===== src/rtl/pipeline_hazard_ctrl_pkg.sv =====
// Shared types and constants for the execute-stage hazard controller.
package pipeline_hazard_ctrl_pkg;

    typedef enum logic [1:0] {
        ST_RUN      = 2'b00,
        ST_LD_STALL = 2'b01,
        ST_MD_WAIT  = 2'b10
    } hz_state_e;

    localparam logic [1:0] FWD_REGFILE = 2'b00;
    localparam logic [1:0] FWD_EXMEM   = 2'b01;
    localparam logic [1:0] FWD_MEMWB   = 2'b10;

    // A load in EX whose destination feeds a live source of the ID instruction; x0 never counts.
    function automatic logic load_use_hit(
        input logic       ex_mem_read,
        input logic [4:0] ex_rd,
        input logic [4:0] id_rs1,
        input logic [4:0] id_rs2,
        input logic       use_rs1,
        input logic       use_rs2
    );
        return ex_mem_read && (ex_rd != 5'd0) &&
               ((use_rs1 && (ex_rd == id_rs1)) || (use_rs2 && (ex_rd == id_rs2)));
    endfunction

endpackage


===== src/rtl/pipeline_hazard_ctrl_fwd_select.sv =====
// Operand forwarding select for one EX source register; the younger EX/MEM result wins.
module pipeline_hazard_ctrl_fwd_select
    import pipeline_hazard_ctrl_pkg::*;
(
    input  logic [4:0] ex_rs,
    input  logic [4:0] mem_rd,
    input  logic       mem_reg_write,
    input  logic [4:0] wb_rd,
    input  logic       wb_reg_write,
    output logic [1:0] fwd_sel
);

    // Priority select between the two in-flight writers
    always_comb begin
        fwd_sel = FWD_REGFILE;
        if (mem_reg_write && (mem_rd != 5'd0) && (mem_rd == ex_rs)) begin
            fwd_sel = FWD_EXMEM;
        end else if (wb_reg_write && (wb_rd != 5'd0) && (wb_rd == ex_rs)) begin
            fwd_sel = FWD_MEMWB;
        end else begin
            fwd_sel = FWD_REGFILE;
        end
    end

endmodule


===== src/rtl/pipeline_hazard_ctrl.sv =====
// Hazard controller around EX: forwarding selects, load-use stall, branch flush and mul/div hold.
module pipeline_hazard_ctrl
    import pipeline_hazard_ctrl_pkg::*;
#(
    parameter int MD_TIMEOUT = 64,
    parameter int CNT_W      = 32
) (
    input  logic             clk,
    input  logic             rst,
    input  logic [4:0]       id_rs1,
    input  logic [4:0]       id_rs2,
    input  logic             id_use_rs1,
    input  logic             id_use_rs2,
    input  logic [4:0]       ex_rs1,
    input  logic [4:0]       ex_rs2,
    input  logic [4:0]       ex_rd,
    input  logic             ex_MemRead,
    input  logic             ex_md_start,
    input  logic             md_done,
    input  logic             branch_taken,
    input  logic [4:0]       mem_rd,
    input  logic             mem_RegWrite,
    input  logic [4:0]       wb_rd,
    input  logic             wb_RegWrite,
    output logic [1:0]       forward_a,
    output logic [1:0]       forward_b,
    output logic             pc_write_en,
    output logic             if_id_write_en,
    output logic             if_id_flush,
    output logic             id_ex_bubble,
    output logic             ex_hold,
    output logic             ex_mem_bubble,
    output logic             md_timeout,
    output logic [CNT_W-1:0] stall_count,
    output logic [CNT_W-1:0] flush_count
);

    localparam int TMR_W = $clog2(MD_TIMEOUT + 1);
    localparam logic [TMR_W-1:0] MD_TIMEOUT_V = TMR_W'(MD_TIMEOUT);
    localparam logic [CNT_W-1:0] CNT_MAX      = {CNT_W{1'b1}};
    localparam logic [CNT_W-1:0] CNT_ONE      = {{(CNT_W-1){1'b0}}, 1'b1};

    hz_state_e        state_r;
    logic [TMR_W-1:0] timer_r;
    logic             load_use_s;

    function automatic logic [CNT_W-1:0] sat_inc(input logic [CNT_W-1:0] v);
        if (v == CNT_MAX) begin
            return v;
        end else begin
            return v + CNT_ONE;
        end
    endfunction

    pipeline_hazard_ctrl_fwd_select u_fwd_a (
        .ex_rs         (ex_rs1),
        .mem_rd        (mem_rd),
        .mem_reg_write (mem_RegWrite),
        .wb_rd         (wb_rd),
        .wb_reg_write  (wb_RegWrite),
        .fwd_sel       (forward_a)
    );

    pipeline_hazard_ctrl_fwd_select u_fwd_b (
        .ex_rs         (ex_rs2),
        .mem_rd        (mem_rd),
        .mem_reg_write (mem_RegWrite),
        .wb_rd         (wb_rd),
        .wb_reg_write  (wb_RegWrite),
        .fwd_sel       (forward_b)
    );

    assign load_use_s = load_use_hit(ex_MemRead, ex_rd, id_rs1, id_rs2, id_use_rs1, id_use_rs2);

    // Pipeline enables/bubbles decoded from the current state and this cycle's hazards
    always_comb begin
        pc_write_en    = 1'b1;
        if_id_write_en = 1'b1;
        if_id_flush    = 1'b0;
        id_ex_bubble   = 1'b0;
        ex_hold        = 1'b0;
        ex_mem_bubble  = 1'b0;
        case (state_r)
            ST_RUN: begin
                if (branch_taken) begin
                    if_id_flush  = 1'b1;
                    id_ex_bubble = 1'b1;
                end else if (ex_md_start && !md_done) begin
                    pc_write_en    = 1'b0;
                    if_id_write_en = 1'b0;
                    ex_hold        = 1'b1;
                    ex_mem_bubble  = 1'b1;
                end else if (load_use_s) begin
                    pc_write_en    = 1'b0;
                    if_id_write_en = 1'b0;
                    id_ex_bubble   = 1'b1;
                end else begin
                    pc_write_en = 1'b1;
                end
            end
            ST_MD_WAIT: begin
                // The timeout cycle still holds; release happens from RUN next cycle
                if (!md_done) begin
                    pc_write_en    = 1'b0;
                    if_id_write_en = 1'b0;
                    ex_hold        = 1'b1;
                    ex_mem_bubble  = 1'b1;
                end else begin
                    pc_write_en = 1'b1;
                end
            end
            ST_LD_STALL: begin
                pc_write_en = 1'b1;
            end
            default: begin
                pc_write_en = 1'b1;
            end
        endcase
    end

    // Controller state, mul/div watchdog, sticky timeout flag and saturating counters
    always_ff @(posedge clk) begin
        if (rst) begin
            state_r     <= ST_RUN;
            timer_r     <= {TMR_W{1'b0}};
            md_timeout  <= 1'b0;
            stall_count <= {CNT_W{1'b0}};
            flush_count <= {CNT_W{1'b0}};
        end else begin
            if (!pc_write_en) begin
                stall_count <= sat_inc(stall_count);
            end else begin
                stall_count <= stall_count;
            end
            if (if_id_flush) begin
                flush_count <= sat_inc(flush_count);
            end else begin
                flush_count <= flush_count;
            end
            case (state_r)
                ST_RUN: begin
                    if (branch_taken) begin
                        state_r <= ST_RUN;
                    end else if (ex_md_start && !md_done) begin
                        state_r <= ST_MD_WAIT;
                        timer_r <= TMR_W'(1);
                    end else if (load_use_s) begin
                        state_r <= ST_LD_STALL;
                    end else begin
                        state_r <= ST_RUN;
                    end
                end
                ST_LD_STALL: begin
                    state_r <= ST_RUN;
                end
                ST_MD_WAIT: begin
                    if (md_done) begin
                        state_r <= ST_RUN;
                    end else if (timer_r == MD_TIMEOUT_V) begin
                        md_timeout <= 1'b1;
                        state_r    <= ST_RUN;
                    end else begin
                        timer_r <= timer_r + TMR_W'(1);
                    end
                end
                default: begin
                    state_r <= ST_RUN;
                end
            endcase
        end
    end

endmodule


===== config.mk =====
export PLATFORM = sky130hd
export DESIGN_NAME = pipeline_hazard_ctrl
export DESIGN_NICKNAME = d
export VERILOG_FILES = /design/src/rtl/pipeline_hazard_ctrl_pkg.sv /design/src/rtl/pipeline_hazard_ctrl_fwd_select.sv /design/src/rtl/pipeline_hazard_ctrl.sv
export SDC_FILE = /design/constraint.sdc
export NUM_CORES = 1
export LEC_CHECK = 0
export BUFFER_PORTS_ARGS = -buffer_cell sky130_fd_sc_hd__buf_2
export CORE_ASPECT_RATIO = 0.5
export CORE_UTILIZATION = 27
export CTS_CLUSTER_SIZE = 24
export DETAILED_ROUTE_END_ITERATION = 8
export SYNTH_ARGS = -nofsm -noshare
export SYNTH_HDL_FRONTEND = slang
export SYNTH_HIERARCHICAL = 1
export SYNTH_SLANG_ARGS = --single-unit

===== constraint.sdc =====
create_clock -name clk -period 6.5 [get_ports clk]
set_input_delay 0 -clock clk [delete_from_list [all_inputs] [get_ports clk]]
set_output_delay 0 -clock clk [all_outputs]
set_load 0.02 [all_outputs]

-- Word-level counts from Yosys, hierarchy flattened
Cells that the tools add are included.
- register bits: 74
- bits of input ports: 45
- output and inout port bits: 75
- add/sub/neg operators: 3
- equality and inequality tests: 15
- muxes and demuxes: 30
- bitwise operators: 4
- reductions and logical operators: 22
- operator list (kind ; number):
    adder 32 x 1 -> 32 bit, second input constant ; 2
    == test 32 bit, second input constant ; 2
    == test 5 bit ; 6
    2-to-1 mux 7 bit ; 4
    2-to-1 mux 2 bit ; 8
    nonzero test 5 bit ; 3
    2-to-1 mux 1 bit ; 14
    one-hot mux 7 bit (2 select lines) ; 1
    logical AND 1 bit ; 11
    inequality test 2 bit, second input constant ; 4
    adder 7 x 1 -> 7 bit, second input constant ; 1
    == test 7 bit, second input constant ; 1
    AND reduction 5 bit ; 1
    inverter 1 bit ; 4
    one-hot mux 1 bit (2 select lines) ; 2
    one-hot mux 2 bit (2 select lines) ; 1
    AND reduction 2 bit ; 2
    inequality test 3 bit, second input constant ; 1
    AND reduction 3 bit ; 1
    == test 2 bit, second input constant ; 1
    logical NOT 2 bit ; 1
    nonzero test 2 bit ; 1
    logical NOT 1 bit ; 1
    logical OR 1 bit ; 1

-- Depth between registers and ports, before layout
Gate-level depths: netlist of the first run.
- depth after elaboration: 10
- gate-level depth with buffers: 10
- gate-level depth less buffers: 8

-- Cells and area by module
Netlist of the first run, hierarchy kept.
- by module, submodules not included (module ; times used ; cells an instance ; area an instance (um^2) ; sequential area each (um^2)):
    pipeline_hazard_ctrl ; 1 ; 470 ; 3911.3 ; 1481.4
    pipeline_hazard_ctrl_fwd_select ; 2 ; 20 ; 151.4 ; 0.0

-- Least setup slack after synthesis of the first run
Ideal clock, no wire load.
- kind: reg-to-reg
- start: register stall_count[0]
- end: register stall_count[27]
- data arrival time: 2.129 ns
- slack: 4.250 ns
- stages on the path, launching flop included: 10
- path buffers: 2
- cells stage by stage: dfxtp_1 > ha_1 > inv_1 > or2_4 > nor3_4 > and4_1 > buf_6 > buf_12 > nor4b_2 > mux2_4
- word-level cells in the longest chain between the ends: 3
- elaborated cells between the ends (all ways): 4
- classes of those cells: 1 x add/sub; 1 x eq/ne; 1 x bitwise; 1 x reduce/logical
- ends and longest elaborated chain (item ; line ; source):
    from (decl) ; pipeline_hazard_ctrl.sv:34 ; output logic [CNT_W-1:0] stall_count,
    from (signal assigned) ; pipeline_hazard_ctrl.sv:127 ; stall_count <= {CNT_W{1'b0}};
    from (signal assigned) ; pipeline_hazard_ctrl.sv:131 ; stall_count <= sat_inc(stall_count);
    from (signal assigned) ; pipeline_hazard_ctrl.sv:133 ; stall_count <= stall_count;
    branches (longest 3 deep; another with adder 32 x 1 -> 32 bit) ; - ;
Several ways; the timed one is not identified.
A chain may end at the register's enable or synchronous reset.

-- Final worst setup path of the first run
- start: register stall_count[0]
- end: register stall_count[5]
Same word-level chain as after synthesis.

==> flow_summary_export.csv, run 1 <==
group,metric,value,unit
placed_design,place.gp.congestion,0.793,
drt,route.detailed.vias_per_inst,4.91,
clock_tree,clk_pin_slew_worst_paths,60,ps
pwr,irDropWorstVdd,0.0959,mV
timing,skew_final,11.1,ps
setup_path,crit_type,"register to register",
global_routing,grt_antenna_before_repair,0,
clock_tree,cts_max_level,3,
synth,synth_seq_cells,74,
setup_path,r2r-start,"stall_count[0]",
setup_path,worst-path-max-fanout,31,
global_routing,grt_pass1_vias,3691,
die,die-height,90.3,microns
clock_tree,cts_sinks,74,
setup_path,rr_endpoint,"stall_count[5]",
drt,drt_drc_violations_left,0,
global_routing,grt_pass1_wl,18.1,mm
clock_tree,setup_fix_bufs_post_cts,0,
timing,max_slew_violations,0,
placed_design,placement.cell_area,4940,sq um
die,initial_core_utilization,28.4,%
synth,number_of_instances_in_the_synthesized_netlist,510,
drt,drt_wl_total,11.2,mm
global_routing,grt_util_all_layers,13.8,%
setup_path,timing.critical_path.required,6720,ps
hold_path,worst_hold_path_cell_count,4,
setup_path,r2r_slack,3680,ps
setup_path,endpoint_kind,"register",
timing,hold_viol,0,
pwr,proportion_of_power_drawn_by_flip_flops_and_latches,42.5,%
global_routing,grt_start_max_net_pins,77,
clock_tree,source_to_sink_clock_delay_at_the_later_pin_of_the_worst_skew_pair,340,ps
synth,yosys_warnings,6,
timing,totalNegativeSetupSlack,0,ps
timing,setup_viol,0,
clock_tree,tritoncts,"built",
pwr,total_power,0.00108,W
clock_tree,ctsLongestPathBuffers,2,
synth,synth_sequential_area_ratio,35.2,%
die,boundaryPins,120,
hold_path,hold_path_startpoint,"ex_md_start",
timing,max-slew-margin-rel,44.4,%
timing,fmaxAchievable,0.355,GHz
synth,synth-edff-count,0,
die,num_rows,31,
synth,synthesis.area,4210,sq um
die,floorplan.die_area,16100,sq um
final_layout,finalNetCount,671,
final_layout,area_added_between_synthesis_and_finish,25.0,%
pwr,power.switching,0.000256,W
drt,drt-wirelength-per-cell,13.5,microns
setup_path,reg2reg_depth,8,
placed_design,dpl.hpwl,8.08,mm
die,die_w,179,microns
hold_path,whs_endpoint,"state_r[0]",
pwr,total_leakage_power,1.99,nW
global_routing,globalRouteOverflowTotal,0,
hold_path,worst_hold_path_type,"primary input to register",
drt,detailroute.via_count,4054,
timing,part_of_the_cycle_the_worst_path_needs,43.3,%
final_layout,insertedDiodeCount,0,
clock_tree,cts.hold.buffers_added,1,
clock_tree,post_cts_resize_count,0,
setup_path,setup.worst_path.start_class,"register",
setup_path,critPathArrivalTime,3040,ps
synth,postSynthAreaPerCell,8.26,sq um
synth,synthDistinctLibCells,51,
timing,rsz0062_at_grt,"no",
drt,drt-pass1-iter-count,5,
die,core_area,14900,sq um
outcome,outcome,"finished clean",
final_layout,final_layout_size_suffix_gt1_share,25.7,%
timing,post-route-min-period,2820,ps
drt,drt-initial-drc-count,169,
drt,detail-route-antenna-nets,0,
run,max-cap-violations,0,
synth,synthesis.nets,559,
synth,asyncSetResetFlopFracSynth,0,%
timing,worst_pin_slew,826,ps
pwr,power-per-cell-area,205,nW/um^2
synth,postSynth.topFlopCell,"sky130_fd_sc_hd__dfxtp_1",
pwr,power_report.internal_total,0.000825,W
clock_tree,clockRootBuffer,"sky130_fd_sc_hd__clkbuf_16",
placed_design,port_buffers,119,
pwr,share_clk_of_total_power,49.4,%
final_layout,filler_cell_count,1554,
pwr,switching_power_share_of_the_total,23.7,%
pwr,combinationalPowerShare,8.1,%
final_layout,fin_area,5270,sq um
clock_tree,cts-buffers-inserted,9,
[worst max-delay path by stage]
stage | from | endpoint | slack, ps
2_1_floorplan | stall_count[0] | stall_count[27] | 4250
4_1_cts | stall_count[0] | stall_count[5] | 3690
3_5_place_dp | stall_count[0] | stall_count[5] | 3680
6_report | stall_count[0] | stall_count[5] | 3680
5_1_grt | stall_count[0] | stall_count[5] | 3460
3_3_place_gp | stall_count[0] | stall_count[5] | 3790
[per-layer routing]
layer  share of wire, %  track usage [%]
met3                4.5             4.25
met2                 47             22.4
met4                1.1             3.32
met5                  0                0
met1                 48             17.6
[logic make-up after synthesis]
| logic type | after synthesis | share of synthesized area [%] |
|---|---|---|
| DFF | 74 | 35.2 |
| xor gates and xnor gates | 59 | 12.3 |
| adders and majority gates | 4 | 1.19 |
| AOI/OAI and AO/OA | 84 | 12.8 |
| muxes | 2 | 0.713 |
| buffers and inverters | 33 | 4.45 |
| and+or+nand+nor | 254 | 33.4 |
[cell usage in the layout (no fill, tap or decap), types with 20 or more instances in the layout]
master	count
sky130_fd_sc_hd__xnor2_1	39
sky130_fd_sc_hd__nand2_1	35
sky130_fd_sc_hd__nor3_1	21
sky130_fd_sc_hd__buf_2	119
sky130_fd_sc_hd__xor2_1	20
sky130_fd_sc_hd__nand3_1	37
sky130_fd_sc_hd__o31ai_1	20
sky130_fd_sc_hd__dfxtp_1	74
sky130_fd_sc_hd__a21oi_1	36
sky130_fd_sc_hd__nor2_1	52
sky130_fd_sc_hd__or4_1	26
sky130_fd_sc_hd__nand4_1	25
[critical path: stages, from the launching register on]
cell                      delay (ps)
sky130_fd_sc_hd__dfxtp_1         400
sky130_fd_sc_hd__ha_1            190
sky130_fd_sc_hd__inv_1            80
sky130_fd_sc_hd__or2_4           270
sky130_fd_sc_hd__nor3_4          390
sky130_fd_sc_hd__and4_1          570
sky130_fd_sc_hd__buf_4           380
sky130_fd_sc_hd__nor4_2          100
sky130_fd_sc_hd__mux2_4          310
[through the flow]
step	worst slack, ps	instances	util [%]	hold WS, ps
floorplan	4250	510	-	77.8
global placement	3790	808	33.2	233
detailed placement	3680	808	33.2	236
CTS	3690	825	35.5	57.7
global route	3460	825	35.5	94.9
finish	3680	825	35.5	61.6
[state kept, by name, indices dropped and copies added (netlist names)]
signal / flops
flush_count: 32
md_timeout: 1
state_r: 2
timer_r: 7
stall_count: 32
[power groups by stage]
| stage | logic, W | registers [W] | clock network, W |
|---|---|---|---|
| floorplan | 0.0000502 | 0.000471 | 0 |
| global placement | 0.0000856 | 0.000469 | 0 |
| detailed placement | 0.0000870 | 0.000470 | 0 |
| CTS | 0.0000878 | 0.000459 | 0.000554 |
| global route | 0.0000951 | 0.000460 | 0.000573 |
| finish | 0.0000872 | 0.000460 | 0.000534 |
[cells in the mapped netlist (2+ instances only)]
cell,count,area share [%]
sky130_fd_sc_hd__dfxtp_1,74,35
sky130_fd_sc_hd__a21o_1,2,0.36
sky130_fd_sc_hd__xnor2_1,39,8.1
sky130_fd_sc_hd__nor4_2,2,0.59
sky130_fd_sc_hd__inv_1,10,0.89
sky130_fd_sc_hd__or2_2,2,0.30
sky130_fd_sc_hd__clkbuf_1,10,0.89
sky130_fd_sc_hd__buf_8,2,0.71
sky130_fd_sc_hd__buf_4,3,0.53
sky130_fd_sc_hd__nor3_1,21,2.5
sky130_fd_sc_hd__nand4_1,25,3.7
sky130_fd_sc_hd__and3_1,9,1.3
sky130_fd_sc_hd__nor3_2,2,0.48
sky130_fd_sc_hd__a21oi_1,36,4.3
sky130_fd_sc_hd__nor3b_1,2,0.36
sky130_fd_sc_hd__nand3_1,37,4.4
sky130_fd_sc_hd__and4_1,4,0.83
sky130_fd_sc_hd__nor2_1,52,4.6
sky130_fd_sc_hd__o21ai_0,14,1.7
sky130_fd_sc_hd__nand2_1,35,3.1
sky130_fd_sc_hd__and2_1,4,0.59
sky130_fd_sc_hd__or4_1,26,4.6
sky130_fd_sc_hd__buf_2,5,0.59
sky130_fd_sc_hd__nand2b_1,3,0.45
sky130_fd_sc_hd__xor2_1,20,4.2
sky130_fd_sc_hd__or3_1,9,1.3
sky130_fd_sc_hd__and4_4,2,0.53
sky130_fd_sc_hd__ha_1,4,1.2
sky130_fd_sc_hd__o41ai_2,2,0.77
sky130_fd_sc_hd__mux2_4,2,0.71
sky130_fd_sc_hd__nor2b_1,8,1.2
sky130_fd_sc_hd__a211oi_2,2,0.59
sky130_fd_sc_hd__o31ai_1,20,3.6
sky130_fd_sc_hd__nor4_1,5,0.74
[area by class of cell]
class	instances	area, sq um	area share [%]
Clock inverter	7	93.8	1.78
Timing Repair Buffer	124	636	12.1
Multi-Input combinational cell	403	2540	48.3
Inverter	10	37.5	0.713
Tap cell	198	248	4.70
Clock buffer	9	225	4.28
Sequential cell	74	1480	28.1
(Power assumes the default switching activity.)
==> run 2, diff against run 1 <==
==> constraint.sdc (replaced) <==
create_clock -name clk -period 2.5 [get_ports clk]
set_input_delay 0 -clock clk [delete_from_list [all_inputs] [get_ports clk]]
set_output_delay 0 -clock clk [all_outputs]
set_load 0.02 [all_outputs]
==> run 2 against run 1 <==
Compared with the run above: die area did not move; critical path depth down 1; largest cell class unchanged; highest routed layer unchanged; first-iteration DRC count increased by 4.7%.
==> flow_summary_export.csv, run 2 (synthesized netlist as in run 1, its figures left out) <==
group,metric,value,unit
clock_tree,clockRootBuffer,"sky130_fd_sc_hd__clkbuf_16",
global_routing,grt_util_all_layers,14.9,%
final_layout,largestRegisters,"flush_count (32), stall_count (32), timer_r (7)",
timing,skew_final,6.26,ps
setup_path,rr_endpoint,"stall_count[5]",
setup_path,reg2reg_depth,7,
clock_tree,cts_sinks,74,
die,num_rows,31,
drt,drt-wirelength-per-cell,13.7,microns
setup_path,endpoint_kind,"register",
setup_path,cp_num_buf_inv,1,
clock_tree,cts.hold.buffers_added,1,
drt,drt_drc_violations_left,0,
final_layout,insertedDiodeCount,0,
clock_tree,post_cts_resize_count,0,
setup_path,cp_top_family,"simple AND/OR/NAND/NOR gates",
setup_path,cp_cell_sequence,"and4_4, and3_4, and4_4, and4_1, buf_4, nor4_2, mux2_4",
drt,drt-initial-drc-count,177,
placed_design,port_buffers,119,
timing,fmaxAchievable,0.467,GHz
hold_path,whs_endpoint,"state_r[0]",
final_layout,most-common-layout-cells,"119 x sky130_fd_sc_hd__buf_2, 74 x sky130_fd_sc_hd__dfxtp_1, 52 x sky130_fd_sc_hd__nor2_1",
timing,rsz0062_at_grt,"no",
die,initial_core_utilization,28.4,%
final_layout,filler_cell_count,1557,
drt,route.detailed.vias_per_inst,4.90,
setup_path,crit_path_frequent_cell,"sky130_fd_sc_hd__and4_4",
final_layout,finalNetCount,677,
final_layout,final_layout_size_suffix_gt1_share,26.1,%
setup_path,r2r_slack,360,ps
setup_path,setup.worst_path.start_class,"register",
timing,setup_viol,0,
final_layout,layout_commonest_cell,"sky130_fd_sc_hd__buf_2",
timing,worst_pin_slew,1060,ps
drt,drt_wl_total,11.4,mm
placed_design,placement.cell_area,4990,sq um
timing,hold_viol,0,
run,max-cap-violations,0,
clock_tree,tritoncts,"built",
outcome,outcome,"finished clean",
pwr,irDropWorstVdd,0.316,mV
setup_path,critPathArrivalTime,2370,ps
hold_path,hold_path_startpoint,"ex_md_start",
clock_tree,setup_fix_bufs_post_cts,0,
setup_path,timing.critical_path.required,2730,ps
timing,whs,54.2,ps
drt,detail-route-antenna-nets,0,
global_routing,grt_pass1_vias,3863,
drt,detailroute.via_count,4074,
placed_design,place.gp.congestion,0.793,
clock_tree,clk_pin_slew_worst_paths,60,ps
hold_path,worst_hold_path_type,"primary input to register",
timing,post-route-min-period,2140,ps
die,boundaryPins,120,
die,floorplan.die_area,16100,sq um
global_routing,globalRouteOverflowTotal,0,
setup_path,crit_type,"register to register",
final_layout,area_added_between_synthesis_and_finish,25.6,%
timing,max-slew-margin-rel,29.1,%
pwr,power-per-cell-area,513,nW/um^2
global_routing,grt_pass1_wl,19.4,mm
clock_tree,cts_max_level,3,
clock_tree,source_to_sink_clock_delay_at_the_later_pin_of_the_worst_skew_pair,340,ps
clock_tree,cts-buffers-inserted,9,
clock_tree,ctsLongestPathBuffers,2,
global_routing,grt_start_max_net_pins,65,
timing,max_slew_violations,0,
timing,part_of_the_cycle_the_worst_path_needs,85.7,%
drt,drt-pass1-iter-count,4,
die,core_area,14900,sq um
setup_path,r2r-start,"stall_count[14]",
die,die-height,90.3,microns
hold_path,worst_hold_path_cell_count,4,
setup_path,worst-path-max-fanout,27,
setup_path,cp_slowest_cell,"sky130_fd_sc_hd__dfxtp_1",
final_layout,fin_area,5290,sq um
global_routing,grt_antenna_before_repair,0,
timing,totalNegativeSetupSlack,0,ps
placed_design,dpl.hpwl,8.35,mm
die,die_w,179,microns
setup_path,critical_path_max_stage_delay,450,ps
pwr,total_leakage_power,2.01,nW
[run 2: worst max path at each step]
| stage | start | end | slack, ps | depth (start not counted) |
|---|---|---|---|---|
| floorplan | stall_count[0] | stall_count[27] | 250 | 9 |
| global placement | stall_count[14] | stall_count[27] | 400 | 7 |
| detailed placement | stall_count[15] | stall_count[5] | 380 | 7 |
| CTS | stall_count[15] | stall_count[5] | 370 | 7 |
| global route | flush_count[7] | flush_count[27] | 130 | 6 |
| finish | stall_count[14] | stall_count[5] | 360 | 7 |
[run 2: area by class of cell]
cell class / instances / area (sq um) / share of cell area [%]
clock buffers: 11 / 233 / 4.40
clock inverters: 5 / 55.1 / 1.04
inverters: 10 / 37.5 / 0.709
multi-input cells: 403 / 2540 / 48.1
flip-flops and latches: 74 / 1480 / 28.0
well taps: 198 / 248 / 4.68
repair buffers: 130 / 693 / 13.1
[run 2: layer usage]
layer,routed length (microns),GRT usage [%]
met1,5350,18.5
met5,0,0
met4,150,4.52
met2,5410,24.0
met3,494,5.13
[run 2: power by group]
| group | internal, W | leakage [nW] | switching [W] |
|---|---|---|---|
| registers | 0.00119 | 0.597 | 0.00000833 |
| logic | 0.0000910 | 1.28 | 0.000140 |
| clock network | 0.000770 | 0.136 | 0.000520 |
[run 2: metrics by stage]
step / setup slack, ps / util, % / power (W) / cells
finish: 358 / 35.6 / 0.00272 / 831
global route: 126 / 35.6 / 0.00283 / 831
CTS: 368 / 35.6 / 0.00276 / 831
detailed placement: 383 / 33.6 / 0.00145 / 814
global placement: 400 / 33.6 / 0.00145 / 814
floorplan: 250 / - / 0.00136 / 510
[run 2: worst min-delay path: cells and delay by family]
| family | cells | cell delay (ps) |
|---|---|---|
| buf+inv | 1 | 80 |
| simple gates | 3 | 270 |
==> run 3, diff against run 2 <==
==> constraint.sdc (replaced) <==
create_clock -name clk -period 2.2 [get_ports clk]
set_input_delay 0 -clock clk [delete_from_list [all_inputs] [get_ports clk]]
set_output_delay 0 -clock clk [all_outputs]
set_load 0.02 [all_outputs]
==> run 3 against run 2 <==
Compared with the run above: global-route usage shrank 0.53 points; combinational power grew 14%; sequential share of layout area shrank 0.59 points; power grew 13%; first-iteration DRC count shrank 1.7%; critical path depth grew 2; non-clock buffer count grew 10; via count grew 1.3%; highest routed layer unchanged; setup slack lost 230 ps; clock power grew 13%; die area is the same; worst hold slack gained 25 ps.
==> flow_summary_export.csv, run 3 (synthesized netlist as in run 1, its figures left out) <==
group,metric,value,unit
final_layout,finalNetCount,687,
final_layout,final_cells,841,
outcome,outcome,"finished clean",
drt,drt-initial-drc-count,174,
timing,worst_pin_slew,767,ps
placed_design,placedCellCount,824,
die,die-height,90.3,microns
placed_design,place.gp.congestion,0.807,
final_layout,most-common-layout-cells,"119 x sky130_fd_sc_hd__buf_2, 72 x sky130_fd_sc_hd__dfxtp_1, 52 x sky130_fd_sc_hd__nor2_1",
timing,part_of_the_cycle_the_worst_path_needs,94.4,%
global_routing,grt_pass1_wl,18.9,mm
setup_path,worst-path-max-fanout,64,
setup_path,r2r_slack,150,ps
final_layout,layout_commonest_cell,"sky130_fd_sc_hd__buf_2",
die,num_rows,31,
setup_path,endpoint_kind,"register",
setup_path,r2r-start,"stall_count[3]",
die,core_area,14900,sq um
clock_tree,cts_sinks,74,
timing,setup_viol,0,
run,max-cap-violations,0,
final_layout,filler_cell_count,1570,
final_layout,insertedDiodeCount,0,
drt,detail-route-antenna-nets,0,
global_routing,grt_start_max_net_pins,65,
clock_tree,cts_max_level,3,
drt,drt-wirelength-per-cell,13.2,microns
drt,detailroute.via_count,4127,
global_routing,globalRouteOverflowTotal,0,
setup_path,critPathArrivalTime,2290,ps
drt,drt-pass1-iter-count,4,
placed_design,port_buffers,119,
clock_tree,clockRootBuffer,"sky130_fd_sc_hd__clkbuf_16",
clock_tree,tritoncts,"built",
drt,drt_drc_violations_left,0,
clock_tree,source_to_sink_clock_delay_at_the_later_pin_of_the_worst_skew_pair,330,ps
placed_design,placement.cell_area,5100,sq um
final_layout,final_core_util,36.5,%
drt,drt_wl_total,11.1,mm
timing,fmaxAchievable,0.482,GHz
setup_path,setup.worst_path.start_class,"primary input",
final_layout,largestRegisters,"flush_count (32), stall_count (32), timer_r (7)",
pwr,total_leakage_power,2.10,nW
die,floorplan.die_area,16100,sq um
global_routing,grt_pass1_vias,3826,
final_layout,area_added_between_synthesis_and_finish,28.5,%
pwr,irDropWorstVdd,0.445,mV
setup_path,crit_type,"primary input to register",
timing,totalNegativeSetupSlack,0,ps
timing,skew_final,9.95,ps
timing,hold_viol,0,
placed_design,dpl.hpwl,8.28,mm
clock_tree,cts-buffers-inserted,9,
timing,max_slew_violations,0,
die,die_w,179,microns
setup_path,timing.critical_path.required,2420,ps
clock_tree,clk_pin_slew_worst_paths,60,ps
hold_path,hold_path_startpoint,"ex_md_start",
pwr,power-per-cell-area,568,nW/um^2
clock_tree,ctsLongestPathBuffers,2,
final_layout,fin_area,5420,sq um
hold_path,worst_hold_path_type,"primary input to register",
final_layout,final_layout_size_suffix_gt1_share,28.0,%
timing,post-route-min-period,2080,ps
timing,rsz0062_at_grt,"no",
setup_path,worstSetupStartpoint,"branch_taken",
global_routing,grt_util_all_layers,14.4,%
timing,max-slew-margin-rel,48.9,%
global_routing,grt_antenna_before_repair,0,
die,boundaryPins,120,
drt,route.detailed.vias_per_inst,4.91,
die,initial_core_utilization,28.4,%
[run 3: cell types whose count changed in the layout (fill, tap and decap cells not counted), moves of 2 or more]
cell	previous run	this run
sky130_fd_sc_hd__dfxtp_1	74	72
sky130_fd_sc_hd__clkinv_4	0	2
sky130_fd_sc_hd__clkbuf_1	2	0
sky130_fd_sc_hd__buf_4	9	17
sky130_fd_sc_hd__buf_12	1	3
sky130_fd_sc_hd__dfxtp_2	0	2
[run 3: repair_timing]
item                                    4_1_cts  5_1_grt
hold buffers                                  1        0
endpoints found under the hold margin         1        0
endpoints found under the setup margin        0        2
resized for setup                             0        2
setup buffers                                 0        0
[run 3: through the flow]
stage                     hold slack (ps)  setup WS, ps  power (W)
after floorplan                      77.8          3.73    0.00154
after global placement                206           161    0.00165
after detailed placement              206           142    0.00165
after CTS                            87.0           122    0.00312
after global routing                  114          1.03    0.00321
final                                78.8           124    0.00308
[run 3: final cells by class]
class | count | area, sq um | area share (%)
Clock buffer | 9 | 225 | 4.16
Clock inverter | 7 | 70.1 | 1.29
Inverter | 10 | 37.5 | 0.693
Multi-Input combinational cell | 403 | 2560 | 47.2
Sequential cell | 74 | 1480 | 27.4
Tap cell | 198 | 248 | 4.57
Timing Repair Buffer | 140 | 793 | 14.6
[run 3: report_power, final]
| part | switching, W | leakage (nW) | internal, W |
|---|---|---|---|
| clock network | 0.000580 | 0.145 | 0.000876 |
| logic | 0.000158 | 1.36 | 0.000106 |
| registers | 0.00000873 | 0.597 | 0.00135 |
| total | 0.000747 | 2.10 | 0.00233 |
[run 3: worst paths after layout]
check / end / cells past startpoint
worst max-delay path: stall_count[5] / 9
worst min-delay path: state_r[0] / 4
worst max register to register: stall_count[27] / 7
worst min register to register: timer_r[1] / 2
[run 3: worst max-delay path, cell delays in order]
cell and delay (ps):
sky130_fd_sc_hd__dlygate4sd3_1 560, sky130_fd_sc_hd__buf_2 140, sky130_fd_sc_hd__nor2b_1 120, sky130_fd_sc_hd__a211o_1 300, sky130_fd_sc_hd__nor2_1 200, sky130_fd_sc_hd__a21oi_4 90, sky130_fd_sc_hd__buf_12 200, sky130_fd_sc_hd__nor4_2 350
sky130_fd_sc_hd__mux2_4 320
[run 3: metal layers]
| metal | up-vias | global-route usage [%] | routed length, microns |
|---|---|---|---|
| met5 | - | 0 | 0 |
| met4 | 0 | 3.32 | 118 |
| met3 | 10 | 4.17 | 457 |
| met2 | 67 | 23.4 | 5310 |
| met1 | 1922 | 18.6 | 5250 |
| li1 | 2128 | - | - |
